===== src/rtl/seg7_scan_if.sv =====
// Host-side bundle for the four-digit display driver: the display request
// (value, per-digit controls, load strobe) and the multiplexed pin outputs.
interface seg7_scan_if;
   logic        load;
   logic [15:0] value;
   logic [3:0]  dp;
   logic [3:0]  blank;
   logic [3:0]  blink;
   logic [3:0]  an;
   logic [6:0]  seg;
   logic        dp_n;
   logic        frame;

   modport master (
      output load, value, dp, blank, blink,
      input  an, seg, dp_n, frame
   );

   modport slave (
      input  load, value, dp, blank, blink,
      output an, seg, dp_n, frame
   );
endinterface


===== src/rtl/seg7_scan.sv =====
// Four-digit multiplexed seven-segment driver: per-slot blanking gap, blink
// control, and a pending/active register pair swapped only at slot boundaries.
module seg7_scan #(
   parameter int DIGIT_CYCLES = 50000,
   parameter int BLANK_CYCLES = 500,
   parameter int BLINK_FRAMES = 128
) (
   input  logic       clk,
   input  logic       rst_n,
   seg7_scan_if.slave bus
);
   localparam int CYC_W = (DIGIT_CYCLES > 2) ? $clog2(DIGIT_CYCLES) : 1;
   localparam int FRM_W = (BLINK_FRAMES > 2) ? $clog2(BLINK_FRAMES) : 1;
   localparam logic [CYC_W-1:0] CYC_LAST = CYC_W'(DIGIT_CYCLES - 1);
   localparam logic [FRM_W-1:0] FRM_LAST = FRM_W'(BLINK_FRAMES - 1);

   typedef struct packed {
      logic [15:0] value;
      logic [3:0]  dp;
      logic [3:0]  blank;
      logic [3:0]  blink;
   } disp_t;

   localparam disp_t DISP_RST = '{value: 16'h0000, dp: 4'h0, blank: 4'hF, blink: 4'h0};

   function automatic logic [6:0] f_hex7(input logic [3:0] d);
      logic [6:0] s;
      case (d)
         4'h0: s = 7'h40;
         4'h1: s = 7'h79;
         4'h2: s = 7'h24;
         4'h3: s = 7'h30;
         4'h4: s = 7'h19;
         4'h5: s = 7'h12;
         4'h6: s = 7'h02;
         4'h7: s = 7'h78;
         4'h8: s = 7'h00;
         4'h9: s = 7'h10;
         4'hA: s = 7'h08;
         4'hB: s = 7'h03;
         4'hC: s = 7'h46;
         4'hD: s = 7'h21;
         4'hE: s = 7'h06;
         default: s = 7'h0E;
      endcase
      return s;
   endfunction

   disp_t            r_pend;
   disp_t            r_act;
   logic [CYC_W-1:0] r_cyc;
   logic [1:0]       r_idx;
   logic [FRM_W-1:0] r_frm;
   logic             r_blink_phase;
   logic [3:0]       r_an;
   logic [6:0]       r_seg;
   logic             r_dp_n;
   logic             r_frame;

   logic             w_cyc_wrap;
   logic             w_idx_wrap;
   logic             w_frm_wrap;
   logic             w_in_blank;
   logic             w_dark;
   logic             w_drive;
   logic [6:0]       w_seg_dig [4];

   assign w_cyc_wrap = (r_cyc == CYC_LAST);
   assign w_idx_wrap = w_cyc_wrap && (r_idx == 2'd3);
   assign w_frm_wrap = w_idx_wrap && (r_frm == FRM_LAST);

   // With no gap configured the comparison would be constant-false, so drop it.
   generate
      if (BLANK_CYCLES == 0) begin : g_no_gap
         assign w_in_blank = 1'b0;
      end else begin : g_gap
         assign w_in_blank = (r_cyc < CYC_W'(BLANK_CYCLES));
      end
   endgenerate

   genvar gi;
   generate
      for (gi = 0; gi < 4; gi++) begin : g_dig
         assign w_seg_dig[gi] = f_hex7(r_act.value[4*gi +: 4]);
      end
   endgenerate

   assign w_dark  = r_act.blank[r_idx] | (r_act.blink[r_idx] & r_blink_phase);
   assign w_drive = ~w_in_blank & ~w_dark;

   always_ff @(posedge clk or negedge rst_n) begin
      if (!rst_n) begin
         r_cyc         <= '0;
         r_idx         <= 2'd0;
         r_frm         <= '0;
         r_blink_phase <= 1'b0;
      end else begin
         r_cyc <= w_cyc_wrap ? '0 : r_cyc + 1'b1;
         if (w_cyc_wrap) begin
            r_idx <= r_idx + 2'd1;
         end
         if (w_idx_wrap) begin
            r_frm <= (r_frm == FRM_LAST) ? '0 : r_frm + 1'b1;
         end
         if (w_frm_wrap) begin
            r_blink_phase <= ~r_blink_phase;
         end
      end
   end

   // The active set only changes at a slot boundary; a load on that same edge
   // lands in pending and waits for the next boundary.
   always_ff @(posedge clk or negedge rst_n) begin
      if (!rst_n) begin
         r_pend <= DISP_RST;
         r_act  <= DISP_RST;
      end else begin
         if (bus.load) begin
            r_pend <= '{value: bus.value, dp: bus.dp, blank: bus.blank, blink: bus.blink};
         end
         if (w_cyc_wrap) begin
            r_act <= r_pend;
         end
      end
   end

   always_ff @(posedge clk or negedge rst_n) begin
      if (!rst_n) begin
         r_an    <= 4'hF;
         r_seg   <= 7'h7F;
         r_dp_n  <= 1'b1;
         r_frame <= 1'b0;
      end else begin
         r_an    <= w_drive ? ~(4'b0001 << r_idx) : 4'hF;
         r_seg   <= w_drive ? w_seg_dig[r_idx] : 7'h7F;
         r_dp_n  <= ~(w_drive & r_act.dp[r_idx]);
         r_frame <= (r_cyc == '0) && (r_idx == 2'd0);
      end
   end

   assign bus.an    = r_an;
   assign bus.seg   = r_seg;
   assign bus.dp_n  = r_dp_n;
   assign bus.frame = r_frame;
endmodule

===== src/flat_wrapper.sv =====
// flat-port wrapper written by rule: the top's interface ports become plain ports
module seg7_scan_flat 
#(
   parameter int DIGIT_CYCLES = 50000,
   parameter int BLANK_CYCLES = 500,
   parameter int BLINK_FRAMES = 128
)
  (clk, rst_n, bus_load, bus_value, bus_dp, bus_blank, bus_blink, bus_an, bus_seg, bus_dp_n, bus_frame);
  seg7_scan_if bus_i ();
  input  logic clk;
  input  logic rst_n;
  input wire logic [$bits(bus_i.load)-1:0] bus_load;
  input wire logic [$bits(bus_i.value)-1:0] bus_value;
  input wire logic [$bits(bus_i.dp)-1:0] bus_dp;
  input wire logic [$bits(bus_i.blank)-1:0] bus_blank;
  input wire logic [$bits(bus_i.blink)-1:0] bus_blink;
  output wire logic [$bits(bus_i.an)-1:0] bus_an;
  output wire logic [$bits(bus_i.seg)-1:0] bus_seg;
  output wire logic [$bits(bus_i.dp_n)-1:0] bus_dp_n;
  output wire logic [$bits(bus_i.frame)-1:0] bus_frame;
  assign bus_i.load = bus_load;
  assign bus_i.value = bus_value;
  assign bus_i.dp = bus_dp;
  assign bus_i.blank = bus_blank;
  assign bus_i.blink = bus_blink;
  assign bus_an = bus_i.an;
  assign bus_seg = bus_i.seg;
  assign bus_dp_n = bus_i.dp_n;
  assign bus_frame = bus_i.frame;
  seg7_scan #(.DIGIT_CYCLES(DIGIT_CYCLES), .BLANK_CYCLES(BLANK_CYCLES), .BLINK_FRAMES(BLINK_FRAMES)) u_core (.clk(clk), .rst_n(rst_n), .bus(bus_i));
endmodule

===== config.mk =====
export PLATFORM = sky130hd
export DESIGN_NAME = seg7_scan_flat
export DESIGN_NICKNAME = d
export VERILOG_FILES = /design/src/rtl/seg7_scan_if.sv /design/src/rtl/seg7_scan.sv /design/src/flat_wrapper.sv
export SDC_FILE = /design/constraint.sdc
export NUM_CORES = 1
export LEC_CHECK = 0
export CORE_ASPECT_RATIO = 0.7
export CORE_MARGIN = 5
export CORE_UTILIZATION = 63
export DETAILED_ROUTE_END_ITERATION = 16
export HOLD_SLACK_MARGIN = 0.15
export PLACE_DENSITY = 0.91
export SYNTH_ARGS = -nofsm -noshare
export SYNTH_HDL_FRONTEND = slang
export SYNTH_SLANG_ARGS = --single-unit

===== constraint.sdc =====
create_clock -name clk -period 3.15 [get_ports clk]
set_clock_uncertainty 0.05 [all_clocks]
set_input_delay 0.315 -clock clk [delete_from_list [all_inputs] [get_ports clk]]
set_output_delay 0.315 -clock clk [all_outputs]
set_load 0.03 [all_outputs]

==> flow_summary_export.csv <==
group,metric,value,unit
sta,setup_tns,0,ns
sta,fmax,0.400,GHz
layout,drive_above_1_share,17.6,%
setup_path,arrival,2.68,ns
clock_tree,cts_tree,"built",
layout,nets,584,
setup_path,r2r-end,"u_core.r_frm[6]$_DFFE_PN0P_",
floorplan,die_h,85.4,µm
placed_design,postPlaceCellArea,5630,µm²
global_routing,overflow,0,
logic_synthesis,synth_area,5120,µm²
clock_tree,htree_levels,3,
clock_tree,clk_pin_slew,0.07,ns
clock_tree,cts_resized,0,
floorplan,ios,44,
floorplan,die_w,118,µm
min_path,hold_path_depth,2,
routing,highest_layer,"met4",
clock_tree,clock-sinks,95,
logic_synthesis,synth-seq-cells,95,
setup_path,r2r_start,"u_core.r_cyc[10]$_DFF_PN0_",
setup_path,worstSetupStartpointType,"flop",
routing,wl_met2,5750,µm
sta,drv_slew,0,
global_routing,grt.total_usage,25.8,%
placed_design,gp_congestion,0.881,
run,maxCapViolations,0,
routing,wl,12400,µm
pwr,p_leak,2.56,nW
setup_path,cp_slowest_cell,"nor4_4",
sta,slew_headroom,46.5,%
logic_synthesis,ys_warn_count,0,
layout,fillers,528,
routing,wl_met1,5140,µm
setup_path,rr_worst_depth,5,
global_routing,grt_max_degree,60,
min_path,min_from,"u_core.r_act[5]$_DFFE_PN1N_",
global_routing,grt_pass1_wl,20700,µm
logic_synthesis,async_reset_ff_share,100,%
min_path,whs_endpoint,"u_core.r_act[5]$_DFFE_PN1N_",
layout,final_core_util,75.1,%
routing,vias,3950,
logic_synthesis,ys.flop_type,"dfrtp_1",
logic_synthesis,netlist_top_cells_area,"dfrtp_1, dfstp_2, ha_1, mux2_2, nand2_1",
pwr,ir_worst_vdd,0.344,mV
setup_path,cp_max_fo,20,
status,run_status,"finished, final reports clean",
sta,finalHoldViolCount,0,
floorplan,start_util,64.8,%
logic_synthesis,yosysMostFrequentCell,"nand2_1",
floorplan,placementRows,27,
logic_synthesis,yosysTopAreaCellShare,36.7,%
sta,worst_pin_slew,0.796,ns
logic_synthesis,synth.distinct_cells,55,
logic_synthesis,seq_area_frac_synth,46.9,%
setup_path,cp.required,3.33,ns
logic_synthesis,synth_nets,550,
layout,register_area,2400,µm²
setup_path,worstPathCellList,"or4_4 -> nor4_4 -> buf_4 -> nand4_1 -> xnor2_1",
setup_path,critPathKind,"reg -> reg",
floorplan,core,7910,µm²
logic_synthesis,syn_avg_cell_area,10.6,µm²
sta,rsz0062_at_grt,"no",
placed_design,place_ws,0.723,ns
global_routing,antenna_found_initial,0,
sta,finalCritPeriodShare,79.4,%
setup_path,cp_slowest_stage_delay,0.66,ns
logic_synthesis,yosys.area.top_type,"dfrtp_1",
setup_path,crit_path_end_kind,"flop",
logic_synthesis,synth_common_cells,"nand2_1, dfrtp_1, ha_1, mux2_2, clkbuf_1",
floorplan,die-area,10100,µm²
routing,ant_nets,0,
routing,dr.pass1.iters,6,
sta,period_minus_slack,2.50,ns
placed_design,portBuffers,43,
placed_design,dp_hpwl,8230,µm
routing,initialDrtViolationCount,362,
layout,multiInputGateArea,2540,µm²
setup_path,critPathBufInv,1,
setup_path,worst-r2r-setup-slack,0.65,ns
clock_tree,clockBufferDepth,2,
min_path,hold_class,"reg -> reg",
pwr,powerDensity,423,nW/µm²
layout,design_area,5930,µm²
clock_tree,cts_buffers,9,
setup_path,cpLargestDelayFamily,"simple AND/OR/NAND/NOR gates",
global_routing,first_global_vias,4019,
routing,vias_per_cell,6.33,
routing,drc,0,
routing,routed-wl-met3,1060,µm
layout,diodes,0,
logic_synthesis,postSynthCellCount,484,
clock_tree,clk_latency,0.35,ns
logic_synthesis,synth_edf_count,0,
layout,syn_to_final_growth,15.9,%
routing,wl_per_cell,19.8,µm
sta,setup_violations,0,
sta,setup_ws,0.649,ns
clock_tree,cts-root-buf,"clkbuf_16",
[per-stage QoR]
step / hold WS, ns / instances / power (mW)
5_1_grt: 0.437 / 624 / 2.59
2_1_floorplan: -0.0306 / 484 / 1.34
6_report: 0.407 / 624 / 2.51
4_1_cts: 0.407 / 624 / 2.52
3_5_place_dp: 0.371 / 607 / 1.42
3_3_place_gp: 0.360 / 607 / 1.41
[area by class of cell]
cell class | instances | area share (%)
inverters | 17 | 1.08
repair buffers | 52 | 8.39
clock buffers | 10 | 3.86
flip-flops and latches | 95 | 40.5
multi-input cells | 343 | 42.9
well taps | 101 | 2.13
clock inverters | 6 | 1.16
[registers in the layout (all words and copies together), names as in the netlist]
register and count:
u_core.bus.an 4, u_core.bus.dp_n 1, u_core.bus.frame 1, u_core.bus.seg 7, u_core.r_act 28, u_core.r_blink_phase 1
u_core.r_cyc 16, u_core.r_frm 7, u_core.r_idx 2, u_core.r_pend 28
[worst max path at each step]
stage	cells past startpoint	startpoint	slack, ns	to
after global routing	5	u_core.r_cyc[10]$_DFF_PN0_	0.55	u_core.r_frm[6]$_DFFE_PN0P_
after floorplan	6	u_core.r_idx[0]$_DFFE_PN0N_	1.06	u_core.bus.seg[0]$_DFF_PN1_
final	5	u_core.r_cyc[10]$_DFF_PN0_	0.65	u_core.r_frm[6]$_DFFE_PN0P_
after CTS	5	u_core.r_cyc[10]$_DFF_PN0_	0.68	u_core.r_frm[6]$_DFFE_PN0P_
after detailed placement	5	u_core.r_cyc[10]$_DFF_PN0_	0.72	u_core.r_frm[6]$_DFFE_PN0P_
after global placement	5	u_core.r_cyc[10]$_DFF_PN0_	0.87	u_core.r_act[23]$_DFFE_PN0N_
[layout by cell type, fill, tap and decap left out, types with 6 or more instances in the layout]
| cell | Yosys | routed |
|---|---|---|
| o21ai_0 | 15 | 15 |
| mux2i_1 | 14 | 14 |
| and3_1 | 6 | 6 |
| nor3_1 | 6 | 6 |
| clkdlybuf4s50_1 | 0 | 42 |
| nand3_1 | 17 | 17 |
| nand4_1 | 7 | 7 |
| mux2_2 | 35 | 35 |
| mux4_2 | 7 | 7 |
| dfstp_2 | 20 | 20 |
| xnor2_1 | 11 | 11 |
| clkbuf_16 | 0 | 9 |
| ha_1 | 35 | 35 |
| nor2_1 | 18 | 18 |
| buf_4 | 1 | 9 |
| inv_1 | 15 | 15 |
| nand2_1 | 91 | 91 |
| a21oi_1 | 9 | 9 |
| dfrtp_1 | 75 | 75 |
[tightest hold or removal path: cells and delay by family, from the launching register on]
kind,cells,cell delay (ns)
DFF,1,0.37
and+or+nand+nor,2,0.09
[routing by layer]
metal	vias up	track usage, %
li1	1768	-
met1	1928	34.1
met2	207	41.3
met3	47	6.73
met4	0	9.69
met5	-	0
[repair_timing]
action                                 CTS  global route
buffers inserted                         0             0
hold buffers                             1             0
endpoints found under the hold margin   51             0
[where the power goes]
| group | internal, mW | switching [mW] | total [mW] |
|---|---|---|---|
| sequential | 1.26 | 0.0228 | 1.28 |
| clock | 0.623 | 0.490 | 1.11 |
| combinational | 0.0672 | 0.0434 | 0.111 |
| total | 1.95 | 0.556 | 2.51 |
[kinds of logic (layout without fill, tap and decap cells)]
| family | after synthesis | count (layout) | share of synthesized area, % |
|---|---|---|---|
| flip-flops | 95 | 95 | 46.9 |
| buffers and inverters | 46 | 85 | 3.54 |
| multiplexers | 58 | 58 | 14.0 |
| AND/OR/NAND/NOR | 173 | 173 | 16.2 |
| XOR/XNOR | 16 | 16 | 2.74 |
| AO/OA/AOI/OAI | 61 | 61 | 8.11 |
| adder cells (fa/ha/maj) | 35 | 35 | 8.55 |
Power figures use the tool's default switching activity.
